$ cat src/rtl/bcd_pkg.sv
// Shared types and helpers for the chunked BCD adder sequencer.
// Holds the digit width, digit range check and FSM state encoding.
package bcd_pkg;

    localparam int BCD_DIGIT_W = 4;
    localparam int BCD_MAX     = 9;

    typedef enum logic [1:0] {
        S_IDLE = 2'd0,
        S_ADD  = 2'd1,
        S_FIN  = 2'd2
    } state_e;

    function automatic logic digit_is_valid(input logic [BCD_DIGIT_W-1:0] d);
        return d <= BCD_DIGIT_W'(BCD_MAX);
    endfunction

endpackage

$ cat src/rtl/bcd_chunk_add_sequencer_if.sv
// Requester-side handshake and operand/result bundle for the BCD sequencer.
// The requester drives the master side; the sequencer owns the slave side.
interface bcd_chunk_add_sequencer_if
    import bcd_pkg::*;
#(
    parameter int DIGITS = 3,
    parameter int CHUNKS = 4
);
    localparam int W = BCD_DIGIT_W * DIGITS * CHUNKS;

    logic         start;
    logic         cin;
    logic [W-1:0] A;
    logic [W-1:0] B;
    logic         ready;
    logic         busy;
    logic         done;
    logic [W-1:0] sum;
    logic         cout;
    logic         invalid;

    modport master (
        output start, cin, A, B,
        input  ready, busy, done, sum, cout, invalid
    );

    modport slave (
        input  start, cin, A, B,
        output ready, busy, done, sum, cout, invalid
    );

endinterface

$ cat src/rtl/bcd_chunk_adder.sv
// Combinational DIGITS-digit BCD adder; the one datapath stage the
// sequencer reuses for every chunk.
module bcd_chunk_adder
    import bcd_pkg::*;
#(
    parameter int DIGITS = 3
) (
    input  logic [BCD_DIGIT_W*DIGITS-1:0] a,
    input  logic [BCD_DIGIT_W*DIGITS-1:0] b,
    input  logic                          cin,
    output logic [BCD_DIGIT_W*DIGITS-1:0] s,
    output logic                          cout
);

    logic [BCD_DIGIT_W:0] t;
    logic                 c;

    always_comb begin
        s = '0;
        t = '0;
        c = cin;
        for (int i = 0; i < DIGITS; i++) begin
            t = {1'b0, a[i*BCD_DIGIT_W +: BCD_DIGIT_W]}
              + {1'b0, b[i*BCD_DIGIT_W +: BCD_DIGIT_W]}
              + {{BCD_DIGIT_W{1'b0}}, c};
            // Adding 6 skips the six unused nibble codes 10..15.
            if (t > (BCD_DIGIT_W+1)'(BCD_MAX)) begin
                s[i*BCD_DIGIT_W +: BCD_DIGIT_W] = t[BCD_DIGIT_W-1:0] + BCD_DIGIT_W'(6);
                c = 1'b1;
            end else begin
                s[i*BCD_DIGIT_W +: BCD_DIGIT_W] = t[BCD_DIGIT_W-1:0];
                c = 1'b0;
            end
        end
        cout = c;
    end

endmodule

$ cat src/rtl/bcd_chunk_add_sequencer.sv
// Adds two wide BCD words one chunk per clock, LS chunk first, through a
// single shared bcd_chunk_adder with the decimal carry held in a register.
module bcd_chunk_add_sequencer
    import bcd_pkg::*;
#(
    parameter int DIGITS = 3,
    parameter int CHUNKS = 4
) (
    input logic                       clk,
    input logic                       rst,
    bcd_chunk_add_sequencer_if.slave  bus
);

    localparam int CW = BCD_DIGIT_W * DIGITS;
    localparam int W  = CW * CHUNKS;
    localparam int ND = DIGITS * CHUNKS;
    localparam int IW = (CHUNKS > 1) ? $clog2(CHUNKS) : 1;

    state_e         state_q, state_d;
    logic [W-1:0]   a_q, a_d;
    logic [W-1:0]   b_q, b_d;
    logic [IW-1:0]  idx_q, idx_d;
    logic           carry_q, carry_d;
    logic [W-1:0]   sum_q, sum_d;
    logic           cout_q, cout_d;
    logic           inv_q, inv_d;

    logic [CW-1:0]  a_ch, b_ch, s_ch;
    logic           c_ch;
    logic           ops_ok;

    always_comb begin
        ops_ok = 1'b1;
        for (int i = 0; i < ND; i++) begin
            if (!digit_is_valid(bus.A[i*BCD_DIGIT_W +: BCD_DIGIT_W]) ||
                !digit_is_valid(bus.B[i*BCD_DIGIT_W +: BCD_DIGIT_W]))
                ops_ok = 1'b0;
        end
    end

    always_comb begin
        a_ch = '0;
        b_ch = '0;
        for (int k = 0; k < CHUNKS; k++) begin
            if (idx_q == IW'(k)) begin
                a_ch = a_q[k*CW +: CW];
                b_ch = b_q[k*CW +: CW];
            end
        end
    end

    bcd_chunk_adder #(.DIGITS(DIGITS)) u_add (
        .a    (a_ch),
        .b    (b_ch),
        .cin  (carry_q),
        .s    (s_ch),
        .cout (c_ch)
    );

    always_comb begin
        state_d = state_q;
        a_d     = a_q;
        b_d     = b_q;
        idx_d   = idx_q;
        carry_d = carry_q;
        sum_d   = sum_q;
        cout_d  = cout_q;
        inv_d   = inv_q;
        unique case (state_q)
            S_IDLE: begin
                if (bus.start) begin
                    a_d     = bus.A;
                    b_d     = bus.B;
                    carry_d = bus.cin;
                    idx_d   = '0;
                    sum_d   = '0;
                    cout_d  = 1'b0;
                    inv_d   = !ops_ok;
                    state_d = ops_ok ? S_ADD : S_FIN;
                end
            end
            S_ADD: begin
                for (int k = 0; k < CHUNKS; k++) begin
                    if (idx_q == IW'(k))
                        sum_d[k*CW +: CW] = s_ch;
                end
                carry_d = c_ch;
                if (idx_q == IW'(CHUNKS-1)) begin
                    cout_d  = c_ch;
                    state_d = S_FIN;
                end else begin
                    idx_d = idx_q + IW'(1);
                end
            end
            S_FIN:   state_d = S_IDLE;
            default: state_d = S_IDLE;
        endcase
    end

    always_ff @(posedge clk or posedge rst) begin
        if (rst) begin
            state_q <= S_IDLE;
            a_q     <= '0;
            b_q     <= '0;
            idx_q   <= '0;
            carry_q <= 1'b0;
            sum_q   <= '0;
            cout_q  <= 1'b0;
            inv_q   <= 1'b0;
        end else begin
            state_q <= state_d;
            a_q     <= a_d;
            b_q     <= b_d;
            idx_q   <= idx_d;
            carry_q <= carry_d;
            sum_q   <= sum_d;
            cout_q  <= cout_d;
            inv_q   <= inv_d;
        end
    end

    assign bus.ready   = (state_q == S_IDLE);
    assign bus.busy    = (state_q == S_ADD);
    assign bus.done    = (state_q == S_FIN);
    assign bus.sum     = sum_q;
    assign bus.cout    = cout_q;
    assign bus.invalid = inv_q;

endmodule

$ cat src/flat_wrapper.sv
// flat-port wrapper written by rule: the top's interface ports become plain ports
module bcd_chunk_add_sequencer_flat import bcd_pkg::*;
#(
    parameter int DIGITS = 3,
    parameter int CHUNKS = 4
)
  (clk, rst, bus_start, bus_cin, bus_A, bus_B, bus_ready, bus_busy, bus_done, bus_sum, bus_cout, bus_invalid);
  bcd_chunk_add_sequencer_if #(.DIGITS(DIGITS), .CHUNKS(CHUNKS)) bus_i ();
  input logic clk;
  input logic rst;
  input wire logic [$bits(bus_i.start)-1:0] bus_start;
  input wire logic [$bits(bus_i.cin)-1:0] bus_cin;
  input wire logic [$bits(bus_i.A)-1:0] bus_A;
  input wire logic [$bits(bus_i.B)-1:0] bus_B;
  output wire logic [$bits(bus_i.ready)-1:0] bus_ready;
  output wire logic [$bits(bus_i.busy)-1:0] bus_busy;
  output wire logic [$bits(bus_i.done)-1:0] bus_done;
  output wire logic [$bits(bus_i.sum)-1:0] bus_sum;
  output wire logic [$bits(bus_i.cout)-1:0] bus_cout;
  output wire logic [$bits(bus_i.invalid)-1:0] bus_invalid;
  assign bus_i.start = bus_start;
  assign bus_i.cin = bus_cin;
  assign bus_i.A = bus_A;
  assign bus_i.B = bus_B;
  assign bus_ready = bus_i.ready;
  assign bus_busy = bus_i.busy;
  assign bus_done = bus_i.done;
  assign bus_sum = bus_i.sum;
  assign bus_cout = bus_i.cout;
  assign bus_invalid = bus_i.invalid;
  bcd_chunk_add_sequencer #(.DIGITS(DIGITS), .CHUNKS(CHUNKS)) u_core (.clk(clk), .rst(rst), .bus(bus_i));
endmodule
$ cat config.mk
export PLATFORM = sky130hd
export DESIGN_NAME = bcd_chunk_add_sequencer_flat
export DESIGN_NICKNAME = d
export VERILOG_FILES = /design/src/rtl/bcd_pkg.sv /design/src/rtl/bcd_chunk_add_sequencer_if.sv /design/src/rtl/bcd_chunk_adder.sv /design/src/rtl/bcd_chunk_add_sequencer.sv /design/src/flat_wrapper.sv
export SDC_FILE = /design/constraint.sdc
export NUM_CORES = 1
export LEC_CHECK = 0
export CAP_MARGIN = 30
export CELL_PAD_IN_SITES_DETAIL_PLACEMENT = 1
export CELL_PAD_IN_SITES_GLOBAL_PLACEMENT = 1
export CORE_AREA = 5 5 145 147
export DETAILED_ROUTE_END_ITERATION = 12
export DIE_AREA = 0 0 150 152
export PLACE_DENSITY_LB_ADDON = 0.1
export SYNTH_ARGS = -nofsm -noshare
export SYNTH_HDL_FRONTEND = slang
export SYNTH_SLANG_ARGS = --single-unit
export TNS_END_PERCENT = 20
$ cat constraint.sdc
create_clock -name clk -period 15.3 [get_ports clk]
set_clock_uncertainty 0.05 [all_clocks]
set_input_delay 3.06 -clock clk [delete_from_list [all_inputs] [get_ports clk]]
set_output_delay 3.06 -clock clk [all_outputs]
set_load 0.05 [all_outputs]
* After elaboration in Yosys (flattened, before gate mapping) *
Cells that the tools add are included.

word-level totals
  flip-flop bits (word level) = 151
  bits in latches = 0
  RAM bits = 0
  bits in read-only memories = 0
  input bits = 100
  word-level logic and storage cells = 151
  memories = 0

cells by class
  add/subtract/negate cells = 10
  multipliers = 0
  div/mod/pow operators = 0
  magnitude comparators = 27
  equal/unequal tests = 11
  shift-type cells = 0
  multiplexer cells = 44
  bitwise gates (word level) = 0
  reductions and logical operators = 48

operators with widths
  operator             count
  $mux 12              12
  $le 4x4->1 const B   24
  $pmux 48 s2          1
  $mux 48              1
  $logic_not 1->1      25
  $mux 1               18
  $add 4x4->5          3
  $add 5x1->5          3
  $gt 5x4->1 const B   3
  $reduce_and 3->1     5
  $add 4x3->4 const B  3
  $logic_or 1x1->1     12
  $mux 4               3
  $mux 2               5
  $ne 2x1->1 const B   4
  $pmux 2 s2           2
  $eq 2x2->1 const B   3
  $reduce_and 2->1     3
  $eq 2x1->1 const B   2
  $logic_not 2->1      2
  $ne 2x2->1 const B   2
  $pmux 1 s2           2
  $add 2x1->2 const B  1
  $reduce_bool 2->1    1

* Depth between registers and ports, before layout *
  depth in word-level cells = 18
  mapped depth = 32
  gate-level depth less buffers = 28

* By module *
Synthesis repeated with hierarchy kept, for this count alone.

unflattened totals
  cell total of the unflattened synthesis = 801
  area total of the unflattened synthesis = 7290.7 um^2

by module, submodules not included
  module                   times used  cells an instance  area each (um^2)
  bcd_chunk_add_sequencer  1           721                6601.3
  bcd_chunk_adder          1           80                 689.4

* Least setup slack after synthesis *
OpenSTA, ideal clock, no wires.

  kind = reg2reg
  start point = register u_core.idx_q[0]
  end point = register u_core.sum_q[10], in the netlist u_core.bus.sum[10]
  library setup time = 0.121 ns
  data arrival time = 6.634 ns
  required time = 15.129 ns
  path slack = 8.495 ns
  cell stages (with the launch flop) = 31
  path buffers = 3
  period minus slack after synthesis = 6.805 ns
  cell sequence = dfrtp_1 inv_1 ha_1 clkbuf_1 nor2b_1 clkbuf_1 a221oi_1 nor3_1 a21oi_1 fa_1 fa_1 xor2_1 and2_1 o21ai_0 fa_1 inv_1 fa_1 buf_1 inv_1 nor2_1 o21ai_0 fa_1 inv_1 fa_1 xor2_1 ha_1 nor2b_1 a31oi_1 nand3_1 a221o_1 a22o_1

between the ends
  cells in the longest elaborated chain, start to end = 17
  elaborated cells on any way between the ends = 29
  classes of those cells = 7 x add/sub; 3 x order compare; 4 x eq/ne; 13 x mux; 2 x reduce/logical

ends and longest elaborated chain
  item                                              RTL line                                                      RTL
  start: declaration                                bcd_chunk_add_sequencer.sv:22                                 logic [IW-1:0] idx_q, idx_d;
  start signal: assignment                          bcd_chunk_add_sequencer.sv:114                                idx_q <= idx_d;
  $logic_not 2->1                                   bcd_chunk_add_sequencer.sv:45, bcd_chunk_add_sequencer.sv:84
  $mux 12 (4 in series)                             bcd_chunk_add_sequencer.sv:45                                 if (idx_q == IW'(k)) begin
  $add 4x4->5                                       bcd_chunk_adder.sv:24                                         + {1'b0, b[i*BCD_DIGIT_W +: BCD_DIGIT_W]}
  $add 5x1->5                                       bcd_chunk_adder.sv:25                                         + {{BCD_DIGIT_W{1'b0}}, c};
  $gt 5x4->1                                        bcd_chunk_adder.sv:27                                         if (t > (BCD_DIGIT_W+1)'(BCD_MAX)) begin
  $mux 1                                            bcd_chunk_adder.sv:27
  $add 5x1->5                                       bcd_chunk_adder.sv:25
  $gt 5x4->1                                        bcd_chunk_adder.sv:27
  $mux 1                                            bcd_chunk_adder.sv:27
  $add 5x1->5                                       bcd_chunk_adder.sv:25
  $add 4x3->4 / $gt 5x4->1 (equally long branches)  bcd_chunk_adder.sv:28, bcd_chunk_adder.sv:27
  $mux 4                                            bcd_chunk_adder.sv:27
  $mux 12                                           bcd_chunk_add_sequencer.sv:84                                 if (idx_q == IW'(k))
  $pmux 48 s2                                       bcd_chunk_add_sequencer.sv:69                                 unique case (state_q)
  end signal: assignment                            bcd_chunk_add_sequencer.sv:116                                sum_q <= sum_d;
  end: declaration                                  bcd_chunk_add_sequencer.sv:24                                 logic [W-1:0] sum_q, sum_d;

Parallel ways exist; a longest one is shown, timed or not. The select of a mux whose other input is x is not followed.
A chain may end at the register's enable or synchronous reset.

* Worst setup path after layout *
  start point = register u_core.idx_q[1]
  end point = register u_core.sum_q[10], in the netlist u_core.bus.sum[10]

The elaborated chain is that of the path after synthesis.

==> results.txt <==
The flow ran to the end, and the final reports show no timing, DRC or antenna violations. Hold violation total from the final report: 0. Counting the fill cells in the layout gives 2,362. Total core area: 19,800 µm². Fraction of the cycle the final worst path needs: 54.7%.

Counting flops with a built-in enable in the synthesized netlist gives 0. The H-tree was split into 4 levels. The post-CTS setup buffer count is 0, and the violation count after the first detailed-routing iteration is 346. The class of the worst hold path was flop to flop. The run gives 3590 µm² as the footprint of the multi-input gates.

Setup repair after global routing left no endpoint under its margin. Entering global routing, the biggest net connects 90 pins. The logs give 0 for the count of endpoints failing setup in the final report and 0 for the number of gates resized after CTS. The worst setup slack after layout was 6.93 ns; the placement-stage worst setup slack was 7.07 ns. Synthesis produced 909 cells. For this run, the top clock speed supported by timing is 0.119 GHz.

The first global-routing pass estimated 39,500 µm of wire. In the synthesized netlist the dominant register cell turns out to be sky130_fd_sc_hd__dfrtp_1. The run gives 6.93 ns as the worst-case register-to-register setup slack. The logs give 22.1% for the global-route usage over all layers and 0 for the final number of max-transition violations. Averaged over all synthesized cells, the footprint is 8.43 µm². Summed over all failing endpoints, the final setup total negative slack is 0 ns. The minimum period implied by the final worst setup slack is 8.37 ns. In this run the static leakage power is 4.69 nW.

The clock root buffer is sky130_fd_sc_hd__clkbuf_16. The logs give 1,289 for the placed instance count and 36.7% for the headroom to the max-slew limit. The transition time at the pin with the least slew margin is 0.950 ns. The logs give 52 for the number of placement rows and 4 for the number of detailed-route iterations in the first pass. The logs give 18,600 µm for the post-DP HPWL and 0 for the count of max-cap constraint violations. The number of nets handed over by synthesis was 1,031. The initial antenna violation count is 0, and the critical path data required time is 15.56 ns. For this run, the number of Yosys warnings is 0. The startpoint kind of the worst setup timing path was a flop. During placement, the flow inserted port buffers numbering 152.

Following the worst setup path forward leads to its endpoint at u_core.bus.sum[10]. The largest stage delay on the critical path was 0.81 ns; the filler-free cell count of the finished design was 1,321. The die covers 22,800 µm².

The tools report the via count of the first global-routing pass as 7,159. Tracing the worst setup path back leads to its startpoint at u_core.idx_q[1]. The placed instances occupy a cell area of 9410 µm². The power density of the placed cells is 122 nW/µm², and the number of cells traversed by the worst register-to-register path is 25. Sequential cells were found to cover 49.3% of the synthesized design area.

Across the whole layout, storage elements account for 3780 µm². The start-to-end type of the worst setup path is flop to flop. The synthesized design contains 151 register bits. The die outline width is 150 µm. Clock tree synthesis found a total of 151 sinks. After detailed routing, the average wire length per cell comes to 18.9 µm. In this run, CTS created clock tree buffers numbering 17.

The async set-or-reset flop fraction in the synthesized netlist was 100%; the final layout net count was 1,160. Of all nets on the critical path, the largest fanout is 17. The cell with the most instances on the worst path is sky130_fd_sc_hd__fa_1. The worst register-to-register path begins at u_core.idx_q[1].

The logs give 0.0762 mV for the peak supply drop and 38.7% for the effective utilization at floorplan. End of the worst register-to-register path: u_core.bus.sum[10]. The share of final-layout standard cells stronger than drive strength 1 is 5.14%. Dividing the detail-routed via count by the number of cells gives 5.24.

The smallest hold slack came out at 0.426 ns. TritonCTS built the clock tree. For the worst setup path, the data arrival time is 8.63 ns. After clock tree synthesis, the clock-pin slew on the worst setup and hold paths is 0.06 ns. For this run, the share of the core covered by cells in the final layout is 50.6%. Clock latency on the worst-skew pair, taken at its later pin, is 0.43 ns. Summing over every cut layer, the via total after detailed routing is 6,919.

The die boundary height works out to 152 µm. Cell with the biggest individual delay on the critical path: sky130_fd_sc_hd__nor2b_1. Pin placement for this block handled 153 I/O pins. The finished cells cover 10,000 µm². The mapped netlist covers 7660 µm². The final weighted congestion in routability-driven placement came out at 0.838. The logs give 0 for the diode insertion count for antenna repair and 0 for the number of hold-repair buffers added at the cts stage. The tools report the count of unique library cells instantiated by Yosys as 61. STA classifies the critical path endpoint as a flop. The post-synthesis to final-layout area growth was 30.6%; the overall power after layout was 1.22 mW.

Detailed-route wire length: 25,000 µm. The detail route stage leaves a number of antenna-violating nets equal to 0. The buffer depth of the longest clock path was 2. For the number of DRC violations after detailed routing, the log shows 0. Global routing finished with a remaining overflow of 0.
[cell usage in the layout (no fill, tap or decap), types with 5 or more instances in the layout]
cell type	netlist	routed
sky130_fd_sc_hd__inv_6	0	5
sky130_fd_sc_hd__a221oi_1	5	5
sky130_fd_sc_hd__nand4_1	7	7
sky130_fd_sc_hd__nand3_1	10	10
sky130_fd_sc_hd__fa_1	6	6
sky130_fd_sc_hd__inv_1	25	24
sky130_fd_sc_hd__a211oi_1	7	7
sky130_fd_sc_hd__a21oi_1	51	51
sky130_fd_sc_hd__a21o_1	8	8
sky130_fd_sc_hd__a22oi_1	14	14
sky130_fd_sc_hd__ha_1	16	16
sky130_fd_sc_hd__clkbuf_16	0	17
sky130_fd_sc_hd__dfrtp_1	151	151
sky130_fd_sc_hd__nor3_1	7	7
sky130_fd_sc_hd__clkdlybuf4s50_1	0	152
sky130_fd_sc_hd__a22o_1	14	14
sky130_fd_sc_hd__nand3b_1	12	12
sky130_fd_sc_hd__nand2_1	343	342
sky130_fd_sc_hd__nor2_1	29	29
sky130_fd_sc_hd__buf_4	0	7
sky130_fd_sc_hd__nor2b_1	13	13
sky130_fd_sc_hd__and3_1	6	6
sky130_fd_sc_hd__o21ai_0	68	68
sky130_fd_sc_hd__a31oi_1	6	6
[state kept, by name, summed over array words and instances (netlist names)]
signal              flops
u_core.bus.sum         48
u_core.state_q          2
u_core.b_q             48
u_core.bus.cout         1
u_core.carry_q          1
u_core.idx_q            2
u_core.bus.invalid      1
u_core.a_q             48
[final cells by class]
type	instances	share of cell area, %
inverter	25	0.988
multi-input combinational	683	35.9
clock inverter	13	1.46
timing repair buffer	160	16.0
sequential	151	37.8
clock buffer	19	4.43
tap	270	3.38
[routing by layer]
metal	vias to the layer above	global-route usage (%)	wire [µm]	share of wire, %
li1	3321	-	-	-
met1	3383	30.6	11400	46
met2	178	35.0	11700	47
met3	37	4.14	1290	5.2
met4	0	7.19	588	2.4
met5	-	0	0	0
[where the power goes]
group          internal, mW  total [mW]  switching [mW]
combinational         0.131       0.339           0.208
clock                 0.247       0.424           0.177
sequential            0.436       0.460          0.0240
total                 0.814        1.22           0.409
[worst max-delay path, delay by kind of cell (launching register included)]
kind / cells / cell delay [ns]
buf+inv: 2 / 0.18
xor+xnor: 1 / 0.34
fa+ha+maj: 7 / 3.13
simple gates: 6 / 1.82
flops: 1 / 0.42
compound gates: 9 / 2.29
[worst min path at each step]
stage	slack, ns	start	end	depth (start not counted)
2_1_floorplan	0.40	u_core.a_q[38]	u_core.a_q[38]	2
5_1_grt	0.45	u_core.a_q[41]	u_core.a_q[41]	2
4_1_cts	0.43	u_core.b_q[25]	u_core.b_q[25]	2
3_3_place_gp	0.41	u_core.a_q[19]	u_core.a_q[19]	2
6_report	0.43	u_core.b_q[25]	u_core.b_q[25]	2
3_5_place_dp	0.41	u_core.a_q[19]	u_core.a_q[19]	2
[cell families after synthesis]
logic type                 synth area share [%]
muxes                                     0.294
buffers and inverters                      3.89
and+or+nand+nor                            25.1
xor gates and xnor gates                  0.343
adders and majority gates                  4.18
AOI/OAI and AO/OA                          16.8
DFF                                        49.3
[Yosys cell counts (3+ instances only)]
master / instances / area [µm²]
sky130_fd_sc_hd__a22o_1: 14 / 123
sky130_fd_sc_hd__o221ai_1: 4 / 35.0
sky130_fd_sc_hd__nand3_1: 10 / 50.1
sky130_fd_sc_hd__a21o_1: 8 / 60.1
sky130_fd_sc_hd__and3_1: 6 / 37.5
sky130_fd_sc_hd__nor2_1: 29 / 109
sky130_fd_sc_hd__fa_1: 6 / 120
sky130_fd_sc_hd__nand2_1: 343 / 1290
sky130_fd_sc_hd__clkbuf_1: 38 / 143
sky130_fd_sc_hd__buf_2: 7 / 35.0
sky130_fd_sc_hd__a22oi_1: 14 / 105
sky130_fd_sc_hd__a21oi_1: 51 / 255
sky130_fd_sc_hd__ha_1: 16 / 200
sky130_fd_sc_hd__nor3_1: 7 / 35.0
sky130_fd_sc_hd__nand4_1: 7 / 43.8
sky130_fd_sc_hd__nand3b_1: 12 / 90.1
sky130_fd_sc_hd__o21ai_0: 68 / 340
sky130_fd_sc_hd__buf_1: 4 / 15.0
sky130_fd_sc_hd__nor2b_1: 13 / 81.3
sky130_fd_sc_hd__or2_2: 3 / 18.8
sky130_fd_sc_hd__and2_1: 4 / 25.0
sky130_fd_sc_hd__a31oi_1: 6 / 37.5
sky130_fd_sc_hd__a221oi_1: 5 / 43.8
sky130_fd_sc_hd__inv_1: 25 / 93.8
sky130_fd_sc_hd__o2bb2ai_1: 3 / 26.3
sky130_fd_sc_hd__or3_1: 3 / 18.8
sky130_fd_sc_hd__dfrtp_1: 151 / 3780
sky130_fd_sc_hd__a211oi_1: 7 / 52.6
No activity file was read; power rests on OpenSTA's default activity.
